$ cat config.mk
export PLATFORM = sky130hd
export DESIGN_NAME = kronos_prefetch
export DESIGN_NICKNAME = d
export VERILOG_FILES = /design/src/rtl/kronos_types.sv /design/src/rtl/kronos_prefetch_fifo.sv /design/src/rtl/kronos_prefetch.sv
export SDC_FILE = /design/constraint.sdc
export NUM_CORES = 1
export LEC_CHECK = 0
export CAP_MARGIN = 40
export CORE_ASPECT_RATIO = 0.8
export CORE_UTILIZATION = 39
export CTS_BUF_LIST = sky130_fd_sc_hd__clkbuf_8
export DETAILED_ROUTE_END_ITERATION = 7
export GPL_TIMING_DRIVEN = 0
export SLEW_MARGIN = 20
export SYNTH_ARGS = -nofsm -noshare
export SYNTH_HDL_FRONTEND = slang
export SYNTH_SLANG_ARGS = --single-unit
$ cat constraint.sdc
create_clock -name clk -period 3.8 [get_ports clk]
set_clock_uncertainty 0.15 [all_clocks]
set_input_delay 0.57 -clock clk [delete_from_list [all_inputs] [get_ports clk]]
set_output_delay 0.57 -clock clk [all_outputs]
set_load 0.005 [all_outputs]
$ cat src/rtl/kronos_types.sv
// ============================================================================
//  Module      : kronos_types
//  Description : Shared types and constants for the Kronos front end.
//  Revision    : 1.0 - fetch FSM state enum and prefetch queue entry added
// ============================================================================
`default_nettype none

package kronos_types;

    // PC increment between consecutive instruction words
    localparam logic [31:0] FOUR = 32'd4;

    // Prefetch controller states
    typedef enum logic [1:0] {
        IDLE    = 2'd0,
        REQ     = 2'd1,
        DISCARD = 2'd2
    } fetch_state_e;

    // One prefetch queue slot: fetch address and the word returned for it
    typedef struct packed {
        logic [31:0] pc;
        logic [31:0] ir;
    } fetch_entry_t;

endpackage

`default_nettype wire

$ cat src/rtl/kronos_prefetch_fifo.sv
// ============================================================================
//  Module      : kronos_prefetch_fifo
//  Description : Two-entry, 64-bit FIFO. Slot 0 is always the head, so the
//                output is a plain register with no read multiplexer.
//  Revision    : 1.0 - initial release
// ============================================================================
`default_nettype none

module kronos_prefetch_fifo (
    input  logic        clk,
    input  logic        rstz,
    input  logic        push,
    input  logic        pop,
    input  logic        clear,
    input  logic [63:0] din,
    output logic [63:0] dout,
    output logic [1:0]  count
);

    logic [63:0] e0_q, e0_d;
    logic [63:0] e1_q, e1_d;
    logic [1:0]  count_q, count_d;

    // Shift-style update: a pop moves slot 1 into slot 0; clear wins over all
    always_comb begin
        e0_d    = e0_q;
        e1_d    = e1_q;
        count_d = count_q;
        if (clear) begin
            count_d = 2'd0;
        end else begin
            case ({push, pop})
                2'b10: begin
                    if (count_q == 2'd0) begin
                        e0_d    = din;
                        count_d = 2'd1;
                    end else if (count_q == 2'd1) begin
                        e1_d    = din;
                        count_d = 2'd2;
                    end
                end
                2'b01: begin
                    if (count_q != 2'd0) begin
                        e0_d    = e1_q;
                        count_d = count_q - 2'd1;
                    end
                end
                2'b11: begin
                    if (count_q == 2'd2) begin
                        e0_d = e1_q;
                        e1_d = din;
                    end else begin
                        // A pop of an empty queue is meaningless; treat as push
                        e0_d    = din;
                        count_d = 2'd1;
                    end
                end
                default: begin
                end
            endcase
        end
    end

    // Queue storage and occupancy registers
    always_ff @(posedge clk or negedge rstz) begin
        if (!rstz) begin
            e0_q    <= 64'd0;
            e1_q    <= 64'd0;
            count_q <= 2'd0;
        end else begin
            e0_q    <= e0_d;
            e1_q    <= e1_d;
            count_q <= count_d;
        end
    end

    assign dout  = e0_q;
    assign count = count_q;

endmodule

`default_nettype wire

$ cat src/rtl/kronos_prefetch.sv
// ============================================================================
//  Module      : kronos_prefetch
//  Description : Instruction fetch stage. Single-outstanding-request bus
//                master feeding a 2-entry prefetch queue towards decode, with
//                branch redirect that flushes the queue and drops any
//                in-flight response.
//  Revision    : 1.0 - initial release
// ============================================================================
`default_nettype none

module kronos_prefetch
    import kronos_types::*;
#(
    parameter logic [31:0] BOOT_ADDR = 32'h0000_0000
) (
    input  logic        clk,
    input  logic        rstz,
    output logic [31:0] instr_addr,
    output logic        instr_req,
    input  logic [31:0] instr_data,
    input  logic        instr_ack,
    input  logic        branch,
    input  logic [31:0] branch_target,
    output logic [31:0] fetch_pc,
    output logic [31:0] fetch_ir,
    output logic        fetch_vld,
    input  logic        fetch_rdy
);

    fetch_state_e state_q, state_d;
    logic [31:0]  pc_q, pc_d;
    logic [31:0]  addr_q, addr_d;

    logic         push, pop, clear, room;
    logic [1:0]   count;
    logic [2:0]   level;
    logic [31:0]  target;
    logic [31:0]  addr_inc;
    fetch_entry_t push_entry;
    fetch_entry_t head;

    assign target   = branch_target & ~32'h3;
    assign addr_inc = addr_q + FOUR;

    // Occupancy after this cycle's push/pop decides whether another fetch fits
    assign level = {1'b0, count} + {2'b00, push} - {2'b00, pop};
    assign room  = (level <= 3'd1);

    // FSM state register
    always_ff @(posedge clk or negedge rstz) begin
        if (!rstz) begin
            state_q <= IDLE;
        end else begin
            state_q <= state_d;
        end
    end

    // FSM next-state logic
    always_comb begin
        state_d = state_q;
        case (state_q)
            IDLE: begin
                if (branch || room) state_d = REQ;
            end
            REQ: begin
                if (branch && !instr_ack)                 state_d = DISCARD;
                else if (instr_ack && !branch && !room)   state_d = IDLE;
            end
            DISCARD: begin
                if (instr_ack) state_d = REQ;
            end
            default: state_d = IDLE;
        endcase
    end

    // FSM outputs and queue controls; a branch suppresses both push and pop
    always_comb begin
        instr_req = (state_q != IDLE);
        fetch_vld = (count != 2'd0);
        push      = (state_q == REQ) && instr_ack && !branch;
        pop       = fetch_vld && fetch_rdy && !branch;
        clear     = branch;
    end

    // Next fetch PC and bus address; the bus address only moves when no
    // request is pending or the pending one is being acked
    always_comb begin
        pc_d   = pc_q;
        addr_d = addr_q;
        case (state_q)
            IDLE: begin
                if (branch) begin
                    pc_d   = target;
                    addr_d = target;
                end else begin
                    addr_d = pc_q;
                end
            end
            REQ: begin
                if (instr_ack && !branch) begin
                    pc_d = addr_inc;
                    if (room) addr_d = addr_inc;
                end else if (instr_ack && branch) begin
                    pc_d   = target;
                    addr_d = target;
                end else if (branch) begin
                    pc_d = target;
                end
            end
            DISCARD: begin
                if (branch) pc_d = target;
                if (instr_ack) addr_d = branch ? target : pc_q;
            end
            default: begin
            end
        endcase
    end

    // PC and bus address registers
    always_ff @(posedge clk or negedge rstz) begin
        if (!rstz) begin
            pc_q   <= BOOT_ADDR;
            addr_q <= BOOT_ADDR;
        end else begin
            pc_q   <= pc_d;
            addr_q <= addr_d;
        end
    end

    assign instr_addr    = addr_q;
    assign push_entry.pc = addr_q;
    assign push_entry.ir = instr_data;

    kronos_prefetch_fifo u_fifo (
        .clk   (clk),
        .rstz  (rstz),
        .push  (push),
        .pop   (pop),
        .clear (clear),
        .din   (push_entry),
        .dout  (head),
        .count (count)
    );

    assign fetch_pc = head.pc;
    assign fetch_ir = head.ir;

endmodule

`default_nettype wire

==> results.yml <==
sta:
  tightest_slew_ps: 806
  max_slew_margin_pct: 46.2
  finalHoldViolations: 0
  min_period_over_period_pct: 97.2
  rsz0062_at_grt: "no"
  drv_slew: 0
  holdWs_ps: 340
  setup_violations: 0
  totalNegativeSetupSlack_ps: 0
  clock.fmax_mhz: 271
  fin_crit_ps: 3690
yosys:
  ys_types: 69
  synth_ff_type: "dfrtp_1"
  yosysWarnings: 0
  yosys-top-cells-area: "dfrtp_1 49%, mux2_2 7.0%, o21ai_0 5.0%, a21oi_1 4.1%, mux2i_1 4.1%"
  syn_inst: 980
  syn_avg_cell_area_um2: 10.2
  yosysMostFrequentCell: "dfrtp_1"
  synth_nets: 1056
  synth_top_area_cell: "dfrtp_1"
  netlist_top_cells_count: "196 x dfrtp_1, 108 x nand2_1, 99 x o21ai_0"
  ys_seq_area_share_pct: 49.1
  async_flop_share_pct: 100
  synth-edff-count: 0
  synth_top_area_share_pct: 49.1
  netlist_area_um2: 9980
  synth_seq_cells: 196
routing:
  drt-met1-wl_um: 15500
  drc: 0
  drtIter0Drc: 677
  met2WireLength_um: 13300
  drt_first_pass_iters: 5
  routed.top_layer: "met4"
  vias_per_cell: 5.68
  postRouteAntennaNets: 0
  vias: 8538
  totalWireLength_um: 31400
  routed_wire_length_per_instance_um: 20.9
  wl_met3_um: 2280
clock_tree:
  clkSlewWorstSetupHoldPaths_ps: 120
  cts_max_level: 4
  clk_latency_ps: 480
  cts-root-buf: "clkbuf_8"
  cts_buffers: 17
  cts_tree: "done"
  clockBufferDepth: 2
  cts_sinks: 196
worst_setup_path:
  path_class: "input port to flop"
  critPathBufInv: 6
  cp_data_required_time_ps: 4030
  path_max_fanout: 10
  path_cells: "clkdlybuf4s50_1, nand4bb_2, inv_1, buf_4, buf_4, ha_1, fa_1, o21a_1, o21a_1, clkbuf_8, clkbuf_8, o21ai_0, o31ai_1"
  worst_path_max_delay_cell: "clkdlybuf4s50_1"
  slowest_delay_ps: 530
  critPathArrivalTime_ps: 3920
  cp-end-kind: "flop"
  crit_path_start_kind: "input port"
  path_delay_family: "buffers and inverters"
final_layout:
  fill_cells: 2311
  final_area_um2: 12600
  area_delta_synth_final_pct: 26.1
  n_antenna_cell: 0
  nNetsFinal: 1249
  drive_gt1_share_pct: 15.3
power:
  p_leak_nw: 5.54
  fin_total_pwr_w: 0.00899
  power_density_nw_per_um2: 714
  ir_drop_mv: 0.309
run_status:
  status: "complete, no violations"
grt:
  grt_max_degree: 94
  grt_pass1_vias: 8159
  overflow: 0
  track_usage_pct: 24.4
  antenna_found_initial: 0
  grt_pass1_wl_um: 49200
die:
  start_util_pct: 40.4
  die_x_um: 181
  die_h_um: 145
  dieArea_um2: 26200
  core_area_um2: 24700
  rows: 51
  io_pins: 167
place:
  port-buffer-count: 164
  place_area_um2: 12100
  gp_congestion: 0.942
  dp_hpwl_um: 22400
job:
  drv_cap: 0
worst_hold_path:
  hold_class: "input port to async pin"
## power breakdown
group | switching (W) | leakage (nW) | internal (W) | total, W
combinational | 0.00211 | 2.86 | 0.00205 | 0.00415
clock | 0.000860 | 0.193 | 0.000484 | 0.00134
sequential | 0.000632 | 2.49 | 0.00286 | 0.00349
## sequential cells by signal, indices dropped and copies added, names as in the netlist
signal / count
u_fifo.dout: 64
u_fifo.e1_q: 64
instr_addr: 32
pc_q: 32
state_q: 2
u_fifo.count: 2
## worst register-to-register path, delay by kind of cell (launching register included)
kind	cells	cell delay [ps]
compound gates	4	810
buf+inv	5	740
simple gates	1	250
fa+ha+maj	4	1060
flops	1	400
## final timing paths
| check | from | end | slack, ps | depth (start not counted) |
|---|---|---|---|---|
| hold / removal | rstz | instr_addr[15]$_DFFE_PN0P_ | 340 | 2 |
| min in group clk | u_fifo.dout[18]$_DFFE_PN0P_ | u_fifo.dout[18]$_DFFE_PN0P_ | 340 | 2 |
| max in group asynchronous | rstz | u_fifo.e1_q[59]$_DFFE_PN0P_ | 2010 | 4 |
| setup / recovery | branch | instr_addr[16]$_DFFE_PN0P_ | 110 | 13 |
| setup reg to reg | u_fifo.count[0]$_DFFE_PN0P_ | instr_addr[16]$_DFFE_PN0P_ | 280 | 14 |
| hold reg to reg | u_fifo.dout[18]$_DFFE_PN0P_ | u_fifo.dout[18]$_DFFE_PN0P_ | 340 | 2 |
## layout make-up
cell class	instances	area (um2)	share of cell area (%)
inverters	18	75.1	0.597
plain buffers	82	533	4.24
multi-input cells	683	4510	35.9
well taps	318	398	3.16
flip-flops and latches	196	4900	39.0
clock buffers	17	234	1.86
repair buffers	175	1780	14.2
clock inverters	15	139	1.10
## per-stage QoR
| step | setup WS [ps] | std cells | utilization, % |
|---|---|---|---|
| final | 108 | 1504 | 50.9 |
| after global routing | 21.5 | 1504 | 50.9 |
| after CTS | 49.3 | 1501 | 50.8 |
| after detailed placement | -1410 | 1464 | 48.9 |
| after global placement | -6650 | 1462 | 48.7 |
| after floorplan | 286 | 980 | - |
## cell families after synthesis
group	Yosys count	synth area share (%)
XOR/XNOR	28	2.46
multiplexers	103	11.1
AO/OA/AOI/OAI	299	18.2
adder cells (fa/ha/maj)	7	0.953
AND/OR/NAND/NOR	246	12.3
buffers and inverters	101	5.88
flip-flops	196	49.1
## per-layer routing
| layer | GRT usage (%) | up-vias |
|---|---|---|
| met1 | 37.8 | 4237 |
| met2 | 34.3 | 345 |
| met4 | 5.73 | 0 |
| met5 | 0 | - |
| met3 | 4.87 | 26 |
| li1 | - | 3930 |
## layout by cell type (no fill, tap or decap), types with 4 or more instances in the layout
cell | Yosys | final
and3_1 | 36 | 36
clkbuf_1 | 32 | 26
clkbuf_8 | 7 | 25
mux2i_1 | 41 | 41
o31a_1 | 6 | 6
mux2_2 | 62 | 62
a221o_1 | 5 | 5
a21oi_1 | 82 | 82
a22o_1 | 8 | 8
xnor2_1 | 17 | 17
a21o_1 | 5 | 5
buf_2 | 22 | 22
nand4_1 | 10 | 10
o21ai_1 | 7 | 8
o22ai_1 | 27 | 27
a31oi_1 | 8 | 8
dfrtp_1 | 196 | 196
o22a_1 | 11 | 11
nand3_1 | 15 | 15
o31ai_1 | 5 | 4
inv_6 | 0 | 4
nor3_1 | 8 | 8
nand2_1 | 108 | 108
buf_4 | 8 | 18
buf_6 | 9 | 9
nor2_1 | 37 | 36
o221ai_1 | 9 | 9
o21ai_0 | 99 | 98
clkbuf_2 | 4 | 4
o21a_1 | 4 | 4
nor2b_1 | 4 | 4
inv_8 | 1 | 5
xor2_1 | 11 | 11
a32oi_1 | 6 | 6
inv_1 | 17 | 18
clkdlybuf4s50_1 | 0 | 163
ha_1 | 6 | 6
## what timing repair did
action                                  4_1_cts  5_1_grt
gates resized for setup                      14        8
hold buffers                                  1        0
hold endpoints to repair                     18        0
endpoints found under the setup margin       30       29
pin swaps                                     2        1
buffers inserted                              4        4
cloned                                        0        0
(Power assumes the default switching activity.)
